## config.mk

```make
export PLATFORM = sky130hd
export DESIGN_NAME = ucca_config
export DESIGN_NICKNAME = d
export VERILOG_FILES = /design/src/rtl/ucca_pkg.sv /design/src/rtl/ucca_viol_capture.sv /design/src/rtl/ucca_config.sv
export SDC_FILE = /design/constraint.sdc
export NUM_CORES = 1
export LEC_CHECK = 0
export CAP_MARGIN = 15
export CORE_MARGIN = 2
export CORE_UTILIZATION = 40
export CTS_CLUSTER_DIAMETER = 40
export DETAILED_ROUTE_END_ITERATION = 8
export GPL_ROUTABILITY_DRIVEN = 0
export GPL_TIMING_DRIVEN = 0
export PLACE_DENSITY = 0.75
export SLEW_MARGIN = 20
export SYNTH_ARGS = -nofsm -noshare
export SYNTH_HDL_FRONTEND = slang
export SYNTH_SLANG_ARGS = --single-unit
```

## constraint.sdc

```tcl
create_clock -name clk -period 3 [get_ports clk]
set_clock_uncertainty 0.1 [all_clocks]
set_input_delay 0.45 -clock clk [delete_from_list [all_inputs] [get_ports clk]]
set_output_delay 0.45 -clock clk [all_outputs]
set_load 0.01 [all_outputs]
```

## src/rtl/ucca_pkg.sv

```systemverilog
// Shared definitions for the UCCA configuration peripheral: register map,
// bit positions, FSM encoding and the empty-region constants.
package ucca_pkg;

    localparam logic [2:0] OFF_MIN      = 3'd0;
    localparam logic [2:0] OFF_MAX      = 3'd1;
    localparam logic [2:0] OFF_CTRL     = 3'd2;
    localparam logic [2:0] OFF_STATUS   = 3'd3;
    localparam logic [2:0] OFF_VIOL_PC  = 3'd4;
    localparam logic [2:0] OFF_VIOL_CNT = 3'd5;

    localparam int CTRL_COMMIT = 0;
    localparam int CTRL_LOCKED = 1;

    localparam int ST_VIOL    = 0;
    localparam int ST_TAMPER  = 1;
    localparam int ST_CFG_ERR = 2;
    localparam int ST_CNT_SAT = 3;

    typedef enum logic [1:0] {
        UNCONF = 2'd0,
        CONFIG = 2'd1,
        ACTIVE = 2'd2
    } cfg_state_e;

    // An inverted range (min > max) matches no address, so the monitor sees no region.
    localparam logic [15:0] EMPTY_MIN = 16'hFFFF;
    localparam logic [15:0] EMPTY_MAX = 16'h0000;

    function automatic logic [15:0] byte_merge(input logic [15:0] old_val,
                                               input logic [15:0] din,
                                               input logic [1:0]  we);
        return {we[1] ? din[15:8] : old_val[15:8],
                we[0] ? din[7:0]  : old_val[7:0]};
    endfunction

endpackage

```

## src/rtl/ucca_viol_capture.sv

```systemverilog
// Violation bookkeeping: rising-edge detect, first-violation PC latch and a
// saturating edge counter.
module ucca_viol_capture #(
    parameter int CNT_W = 8
) (
    input  logic             clk,
    input  logic             system_reset_n,
    input  logic             ucca_violation,
    input  logic             viol_clr,
    input  logic [15:0]      pc,
    output logic             viol,
    output logic [15:0]      viol_pc,
    output logic [CNT_W-1:0] viol_cnt,
    output logic             cnt_sat
);

    logic viol_prev;
    logic viol_rise;

    assign viol_rise = ucca_violation && !viol_prev;
    assign cnt_sat   = &viol_cnt;

    always_ff @(posedge clk or negedge system_reset_n) begin
        if (!system_reset_n) begin
            viol_prev <= 1'b0;
            viol      <= 1'b0;
            viol_pc   <= 16'h0000;
            viol_cnt  <= '0;
        end else begin
            // NOTE: non-blocking so every flop samples pre-edge values; viol below reads the old flag.
            viol_prev <= ucca_violation;
            if (viol_rise && !viol)
                viol_pc <= pc;
            // A new edge beats a simultaneous software clear.
            if (viol_rise)
                viol <= 1'b1;
            else if (viol_clr)
                viol <= 1'b0;
            if (viol_rise && !cnt_sat)
                viol_cnt <= viol_cnt + CNT_W'(1);
        end
    end

endmodule

```

## src/rtl/ucca_config.sv

```systemverilog
// Memory-mapped UCCA bounds register block with commit/lock FSM, tamper
// detection and violation reporting for the openMSP430 peripheral bus.
module ucca_config
    import ucca_pkg::*;
#(
    parameter logic [14:0] BASE_ADDR = 15'h0160,
    parameter int          DEC_WD    = 3,
    parameter int          CNT_W     = 8
) (
    input  logic        clk,
    input  logic        system_reset_n,
    input  logic [13:0] per_addr,
    input  logic [15:0] per_din,
    input  logic        per_en,
    input  logic [1:0]  per_we,
    output logic [15:0] per_dout,
    input  logic [15:0] pc,
    input  logic        ucca_violation,
    output logic [15:0] ucc_min,
    output logic [15:0] ucc_max,
    output logic        ucc_active,
    output logic        tamper_reset
);

    cfg_state_e        state, state_nxt;
    logic [15:0]       min_r, max_r;
    logic              tamper, cfg_err;
    logic [DEC_WD-1:0] reg_off;
    logic              win_hit, reg_wr, reg_rd;
    logic              wr_min, wr_max, wr_ctrl, status_wr;
    logic              locked, illegal_wr, commit_req, bounds_ok, pc_inside;
    logic              w1c_ok, w1c_blocked;
    logic              viol, cnt_sat;
    logic [15:0]       viol_pc;
    logic [CNT_W-1:0]  viol_cnt;

    assign reg_off = per_addr[DEC_WD-1:0];
    assign win_hit = (per_addr[13:DEC_WD] == BASE_ADDR[14:DEC_WD+1]) && (reg_off <= OFF_VIOL_CNT);
    assign reg_wr  = per_en && (per_we != 2'b00) && win_hit;
    assign reg_rd  = per_en && (per_we == 2'b00) && win_hit;

    assign wr_min    = reg_wr && (reg_off == OFF_MIN);
    assign wr_max    = reg_wr && (reg_off == OFF_MAX);
    assign wr_ctrl   = reg_wr && (reg_off == OFF_CTRL);
    assign status_wr = reg_wr && (reg_off == OFF_STATUS) && per_we[0];

    assign locked     = (state == ACTIVE);
    assign ucc_active = locked;
    assign ucc_min    = locked ? min_r : EMPTY_MIN;
    assign ucc_max    = locked ? max_r : EMPTY_MAX;

    assign illegal_wr = locked && (wr_min || wr_max || wr_ctrl);
    assign commit_req = wr_ctrl && per_we[0] && per_din[CTRL_COMMIT];
    assign bounds_ok  = (min_r <= max_r);

    // Code running inside the protected region may not clear its own evidence.
    assign pc_inside   = (pc >= ucc_min) && (pc <= ucc_max);
    assign w1c_blocked = status_wr && ucc_active && pc_inside;
    assign w1c_ok      = status_wr && !w1c_blocked;

    always_comb begin
        // NOTE: default first so no branch leaves state_nxt unassigned (no latch).
        state_nxt = state;
        case (state)
            UNCONF:  if (wr_min || wr_max) state_nxt = CONFIG;
            CONFIG:  if (commit_req && bounds_ok) state_nxt = ACTIVE;
            ACTIVE:  state_nxt = ACTIVE;
            default: state_nxt = UNCONF;
        endcase
    end

    always_ff @(posedge clk or negedge system_reset_n) begin
        if (!system_reset_n) begin
            state        <= UNCONF;
            min_r        <= 16'h0000;
            max_r        <= 16'h0000;
            cfg_err      <= 1'b0;
            tamper       <= 1'b0;
            tamper_reset <= 1'b0;
        end else begin
            state        <= state_nxt;
            tamper_reset <= illegal_wr;
            if (wr_min && !locked)
                min_r <= byte_merge(min_r, per_din, per_we);
            if (wr_max && !locked)
                max_r <= byte_merge(max_r, per_din, per_we);
            if ((state == CONFIG) && commit_req && !bounds_ok)
                cfg_err <= 1'b1;
            else if (w1c_ok && per_din[ST_CFG_ERR])
                cfg_err <= 1'b0;
            if (illegal_wr || w1c_blocked)
                tamper <= 1'b1;
            else if (w1c_ok && per_din[ST_TAMPER])
                tamper <= 1'b0;
        end
    end

    ucca_viol_capture #(.CNT_W(CNT_W)) u_viol_capture (
        .clk            (clk),
        .system_reset_n (system_reset_n),
        .ucca_violation (ucca_violation),
        .viol_clr       (w1c_ok && per_din[ST_VIOL]),
        .pc             (pc),
        .viol           (viol),
        .viol_pc        (viol_pc),
        .viol_cnt       (viol_cnt),
        .cnt_sat        (cnt_sat)
    );

    always_comb begin
        per_dout = 16'h0000;
        if (reg_rd) begin
            case (reg_off)
                OFF_MIN:      per_dout = min_r;
                OFF_MAX:      per_dout = max_r;
                OFF_CTRL:     per_dout = {14'b0, locked, 1'b0};
                OFF_STATUS:   per_dout = {6'b0, state, 4'b0, cnt_sat, cfg_err, tamper, viol};
                OFF_VIOL_PC:  per_dout = viol_pc;
                OFF_VIOL_CNT: per_dout = {{(16-CNT_W){1'b0}}, viol_cnt};
                default:      per_dout = 16'h0000;
            endcase
        end
    end

endmodule

```

=== After elaboration in Yosys (flattened, before gate mapping) ===
Index checks and enable logic that the tools add are counted.

* Memories kept: 0
* Memory bits (read-only): 0
* Register bits: 63
* RAM bits: 0
* Bits of input ports: 52
* Output and inout port bits: 50
* Word-level logic and storage cells: 90
* Latch bits: 0

* Mux-type cells: 13
* Shifts and indexed selects: 0
* Divide/modulo/power cells: 0
* Eq/ne operators: 10
* Multiply operators: 0
* Reductions and logical operators: 50
* Add/sub/neg operators: 1
* Order comparisons: 4
* Bitwise gates (word level): 0

{| class="wikitable"
|+ Operators with widths
! cell !! count
|-
| one-hot mux 16 bit (6 select lines) || 1
|-
| 2-to-1 mux 16 bit || 3
|-
| less-or-equal comparator 16 bit || 2
|-
| logical AND 1 bit || 28
|-
| >= comparator 16 bit || 1
|-
| == test 11 x 5 -> 1 bit (second input constant) || 1
|-
| AND reduction 2 bit || 5
|-
| adder 8 x 1 -> 8 bit (second input constant) || 1
|-
| AND reduction 8 bit || 1
|-
| nonzero test 2 bit || 4
|-
| == test 3 x 2 -> 1 bit (second input constant) || 2
|-
| == test 3 bit (second input constant) || 2
|-
| logical NOT 1 bit || 6
|-
| 2-to-1 mux 1 bit || 6
|-
| one-hot mux 2 bit (3 select lines) || 1
|-
| logical NOT 2 bit || 2
|-
| 2-to-1 mux 2 bit || 2
|-
| inequality test 2 bit (second input constant) || 2
|-
| == test 3 x 1 -> 1 bit (second input constant) || 1
|-
| less-or-equal comparator 3 bit (second input constant) || 1
|-
| logical NOT 3 bit || 1
|-
| logical OR 1 bit || 3
|-
| == test 2 x 1 -> 1 bit (second input constant) || 1
|-
| == test 2 bit (second input constant) || 1
|}

=== Longest topological paths before layout ===
* Word-level depth: 12
* Mapped depth: 13
* Mapped depth without buffers: 11

=== Cells and area by module ===
From an unflattened synthesis, not the netlist that was laid out.

* Cell total of the unflattened synthesis: 465
* Area total of the unflattened synthesis: 4618.2 um^2

{| class="wikitable"
|+ By module, submodules not included
! module !! sequential area each (um^2) !! times used !! area each (um^2) !! cells an instance
|-
| ucca_config || 925.9 || 1 || 3540.9 || 391
|-
| ucca_viol_capture || 650.6 || 1 || 1077.3 || 74
|}

=== Worst setup path before layout ===
No wires, ideal clock.

* Path type: register to register
* Start point: register state[0]
* End point: register u_viol_capture.viol
* Clock period less this slack: 3.197 ns
* Data required time: 2.812 ns
* Buffers on the path: 3
* Slack: -0.197 ns
* Arrival time: 3.009 ns
* Library setup time: 0.088 ns
* Cell stages (with the launch flop): 14
* Path through: dfrtp_1 inv_1 ha_1 clkbuf_1 clkbuf_1 clkbuf_1 nand2_1 ha_1 a21oi_1 nand2_1 a221o_1 a211oi_1 o2111ai_1 a41oi_1

* Cells in the longest elaborated chain, start to end: 9
* Elaborated cells on any way between the ends: 12
* Classes of those cells: order compare (2); eq/ne (1); mux (2); reduce/logical (7)

{| class="wikitable"
|+ RTL lines
! item !! line !! text
|-
| start, declared || ucca_config.sv:25 || <nowiki>cfg_state_e state, state_nxt;</nowiki>
|-
| start signal, assigned || ucca_config.sv:81 || <nowiki>state <= state_nxt;</nowiki>
|-
| == test 2 bit (*) || ucca_config.sv:47 || <nowiki>assign locked = (state == ACTIVE);</nowiki>
|-
| named net ucc_active || ucca_config.sv:21 || <nowiki>output logic ucc_active,</nowiki>
|-
| 2-to-1 mux 16 bit, on equally long branches || ucca_config.sv:49, ucca_config.sv:50 ||
|-
| >= comparator 16 bit or less-or-equal comparator 16 bit (tied branches) || ucca_config.sv:57 || <nowiki>assign pc_inside = (pc >= ucc_min) && (pc <= ucc_max);</nowiki>
|-
| logical AND 1 bit || ucca_config.sv:57 ||
|-
| logical AND 1 bit (*) || ucca_config.sv:58 || <nowiki>assign w1c_blocked = status_wr && ucc_active && pc_inside;</nowiki>
|-
| logical NOT 1 bit (*) || ucca_config.sv:59 || <nowiki>assign w1c_ok = status_wr && !w1c_blocked;</nowiki>
|-
| logical AND 1 bit (*) || ucca_config.sv:59 ||
|-
| logical AND 1 bit (*) || ucca_config.sv:102 || <nowiki>.viol_clr (w1c_ok && per_din[ST_VIOL]),</nowiki>
|-
| nonzero test 2 bit (no line) (*) || n/a ||
|-
| end signal, assigned || ucca_viol_capture.sv:26 || <nowiki>viol <= 1'b0;</nowiki>
|-
| end signal, assigned || ucca_viol_capture.sv:36 || <nowiki>viol <= 1'b1;</nowiki>
|-
| end signal, assigned || ucca_viol_capture.sv:38 || <nowiki>viol <= 1'b0;</nowiki>
|-
| end, declared || ucca_viol_capture.sv:11 || <nowiki>output logic viol,</nowiki>
|}

The timed path passes the listed nets; every way through them passes the cells marked *.
A chain may end at the register's enable or synchronous reset.

=== Worst setup path after layout ===
* Start point: input per_addr[9]
* End point: output per_dout[4]

* Cells in the longest elaborated chain, start to end: 4

{| class="wikitable"
|+ RTL lines
! item !! line !! text
|-
| start, declared || ucca_config.sv:12 || <nowiki>input logic [13:0] per_addr,</nowiki>
|-
| == test 11 x 5 -> 1 bit || ucca_config.sv:38 || <nowiki>assign win_hit = (per_addr[13:DEC_WD] == BASE_ADDR[14:DEC_WD+1]) && (reg_off <= OFF_VIOL_CNT);</nowiki>
|-
| logical AND 1 bit || ucca_config.sv:38 ||
|-
| logical AND 1 bit || ucca_config.sv:40 || <nowiki>assign reg_rd = per_en && (per_we == 2'b00) && win_hit;</nowiki>
|-
| 2-to-1 mux 16 bit || ucca_config.sv:112 || <nowiki>if (reg_rd) begin</nowiki>
|-
| end, declared || ucca_config.sv:16 || <nowiki>output logic [15:0] per_dout,</nowiki>
|}

No other way between the ends.

==> flow_summary.ini <==
[power_and_ir_drop]
report.power.total_uw = 3720
cellLeakagePower_uw = 0.00294
peakVddDrop_v = 0.000340
power_density_relative_to_cell_area_nw_per_um2 = 589

[sta]
setup_tns_ps = 0
finalHoldViolations = 0
grt_setup_unrepaired = true
setup-violations-final = 0
max_slew_margin_pct = 46.3
timing.final.max_slew_violations = 0
timing_worst_slew_pin_value_ps = 802
fmax_mhz = 344
fin_worst_hold_slack_ps = 404
min_period_over_period_pct = 97.0
fin_crit_ps = 2910

[cts]
cts_num_sinks = 63
cts_inserted_buffers = 9
clkLatencyLatePin_ps = 330
htree_levels = 3
cts_tree = built
clock_input_transition_at_the_sequential_cells_of_the_worst_setup_and_hold_paths_ps = 50
clock_path_buffers = 2
cts_root_buffer = sky130_fd_sc_hd__clkbuf_16

[critical_path]
rrSetupSlack_ps = 90
timing.rr.start = state[1]
critPathArrivalTime_ps = 2360
rr_worst_depth = 12
crit_required_ps = 2450
rr_endpoint = cfg_err
crit_path_start_kind = input pin
worst_setup_path_end_kind = output port
critical_path.endpoint = per_dout[4]
crit_fanout = 10
cpPeakStageDelay_ps = 450
critical_path_class = in -> out
crit_path_top_delay_cell = sky130_fd_sc_hd__clkdlybuf4s50_1
timing.critical_path.from = per_addr[9]
path_cells = clkdlybuf4s50_1, nor4_4, nand4_4, or3_1, buf_4, a21oi_1, dlygate4sd2_1

[cells_and_area]
final_cell_count_no_fill = 742
final-seq-area_um2 = 1580
n_fill_cell = 976
layout.cell_area.non_filler_um2 = 6320
area_occupied_by_multi_input_gates_um2 = 2860
syn_to_final_growth_pct = 36.9
layout.cells.most_common = sky130_fd_sc_hd__clkdlybuf4s50_1
final_cell_mix = sky130_fd_sc_hd__clkdlybuf4s50_1 (82), sky130_fd_sc_hd__dfrtp_1 (63), sky130_fd_sc_hd__inv_1 (50)
insertedDiodeCount = 0
number_of_nets_in_the_layout = 699
final_layout_size_suffix_gt1_share_pct = 20.9

[yosys]
post_synth_main_area_contributors = sky130_fd_sc_hd__dfrtp_1 (34%), sky130_fd_sc_hd__ha_1 (14%), sky130_fd_sc_hd__mux2_2 (12%), sky130_fd_sc_hd__inv_1 (4.1%), sky130_fd_sc_hd__a21oi_1 (3.7%)
synth.net_count = 580
synth_enable_flop_cells = 0
postSynthRegisterBits = 63
asyncSetResetFlopFracSynth_pct = 100
synth.top_cell.area_share_pct = 34.2
netlist-cell-type-count = 52
mappedNetlistArea_um2 = 4610
yosys_most_used_dff = sky130_fd_sc_hd__dfrtp_1
synth_sequential_area_ratio_pct = 34.2
post_synth.cell_area_avg_um2 = 9.71
count_of_warnings_emitted_by_yosys = 0
syn-instance-count = 475
synth_area_leader_cell = sky130_fd_sc_hd__dfrtp_1

[detailed_routing]
route.detailed.drc = 0
drt_pre_antenna_iters = 4
drtAntennaViolNets = 0
vias_per_cell = 5.62
detailroute.via_count = 4173
routed_wirelength_um = 13900
detailedRoute.firstIterationViolations = 167
drt-wirelength-per-cell_um = 18.8

[floorplanning]
core_region_area_um2 = 11300
ioPinCount = 102
die_x_um = 111
core.rowCount = 39
fp.dieH_um = 111
floorplan.initialDensity_pct = 40.8
design.die.area_um2 = 12400

[global_route]
grt_pass1_wl_um = 22100
grt_antenna_before_repair = 0
grt_overflow = 0
groute.usage.overall_pct = 22.5
grt.met3_usage_pct = 5.39
first_global_vias = 4355
globalRouteMet2Util_pct = 38.1
gr_layer_usage_met1_pct = 27.6
maximum_number_of_pins_on_one_net_before_global_route_repair = 38
globalRoute.busiestLayer = met2

[placed_design]
post_dp_cell_area_um2 = 5810
place.port_buffers = 99
placedCellCount = 718
dp_hpwl_um = 10500

[run_status]
status = completed

[min_path]
hold_class = reg -> reg

[flow_run]
max-cap-violations = 0
[registers in the layout (all words and copies together), names as in the netlist]
| name | flops |
|---|---|
| cfg_err | 1 |
| max_r | 16 |
| min_r | 16 |
| state | 2 |
| tamper | 1 |
| tamper_reset | 1 |
| u_viol_capture.viol | 1 |
| u_viol_capture.viol_cnt | 8 |
| u_viol_capture.viol_pc | 16 |
| u_viol_capture.viol_prev | 1 |
[critical path: cells and delay by family]
family	cells	cell delay [ps]
buffers and inverters	3	930
AO/OA/AOI/OAI	1	150
AND/OR/NAND/NOR	3	830
[kinds of logic (layout without fill, tap and decap cells)]
| logic type | after synthesis | in the layout | synth area share (%) |
|---|---|---|---|
| and+or+nand+nor | 146 | 146 | 17.1 |
| AOI/OAI and AO/OA | 75 | 75 | 11.0 |
| buffers and inverters | 68 | 192 | 6.07 |
| muxes | 64 | 64 | 16.1 |
| DFF | 63 | 63 | 34.2 |
| adders and majority gates | 53 | 53 | 14.4 |
| xor gates and xnor gates | 6 | 6 | 1.14 |
[area by class of cell]
type                    count  area share [%]
plain buffers              17            2.20
clock inverters             5            1.27
well taps                 143            2.83
clock buffers              11            4.00
inverters                  51            3.03
flip-flops and latches     63            25.0
repair buffers            108            16.4
multi-input cells         344            45.3
[where the power goes]
part | internal [uW] | total, uW | switching, uW
combinational | 773 | 1520 | 747
sequential | 939 | 1040 | 97.8
clock | 771 | 1160 | 392
[Yosys cell counts (7+ instances only)]
master	instances
sky130_fd_sc_hd__a21oi_1	34
sky130_fd_sc_hd__a22oi_1	10
sky130_fd_sc_hd__buf_2	8
sky130_fd_sc_hd__dfrtp_1	63
sky130_fd_sc_hd__ha_1	53
sky130_fd_sc_hd__inv_1	51
sky130_fd_sc_hd__mux2_2	49
sky130_fd_sc_hd__mux2i_1	8
sky130_fd_sc_hd__nand2_1	42
sky130_fd_sc_hd__nand3_1	7
sky130_fd_sc_hd__nand4_1	13
sky130_fd_sc_hd__nor2_1	32
sky130_fd_sc_hd__nor2b_1	18
sky130_fd_sc_hd__o21ai_0	9
[metrics by stage]
| step | utilization (%) | setup WS, ps |
|---|---|---|
| global route | 55.8 | -62.1 |
| finish | 55.8 | 91.3 |
| global placement | 51.1 | -633 |
| floorplan | - | 59.3 |
| detailed placement | 51.3 | -625 |
| CTS | 54.9 | 17.9 |
[worst min-delay path by stage]
stage	cells past startpoint	slack, ps	to	start
2_1_floorplan	0	50	cfg_err	system_reset_n
3_3_place_gp	2	380	tamper	tamper
3_5_place_dp	1	290	max_r[5]	system_reset_n
4_1_cts	2	400	tamper	tamper
5_1_grt	1	420	u_viol_capture.viol_pc[4]	u_viol_capture.viol_pc[4]
6_report	2	400	tamper	tamper
[metal layers]
layer | up-vias | wire (um)
met4 | 0 | 444
met2 | 196 | 6840
met1 | 2010 | 5670
met3 | 39 | 989
li1 | 1928 | -
met5 | - | 0
[repair_timing]
action                                 4_1_cts  5_1_grt
endpoints found under the hold margin       26        0
setup endpoints to repair                   47       13
hold buffers                                 1        0
pin swaps                                    5        5
setup buffers                                2        5
resized for setup                           34       34
cloned                                       0        0
(Power assumes the default switching activity.)
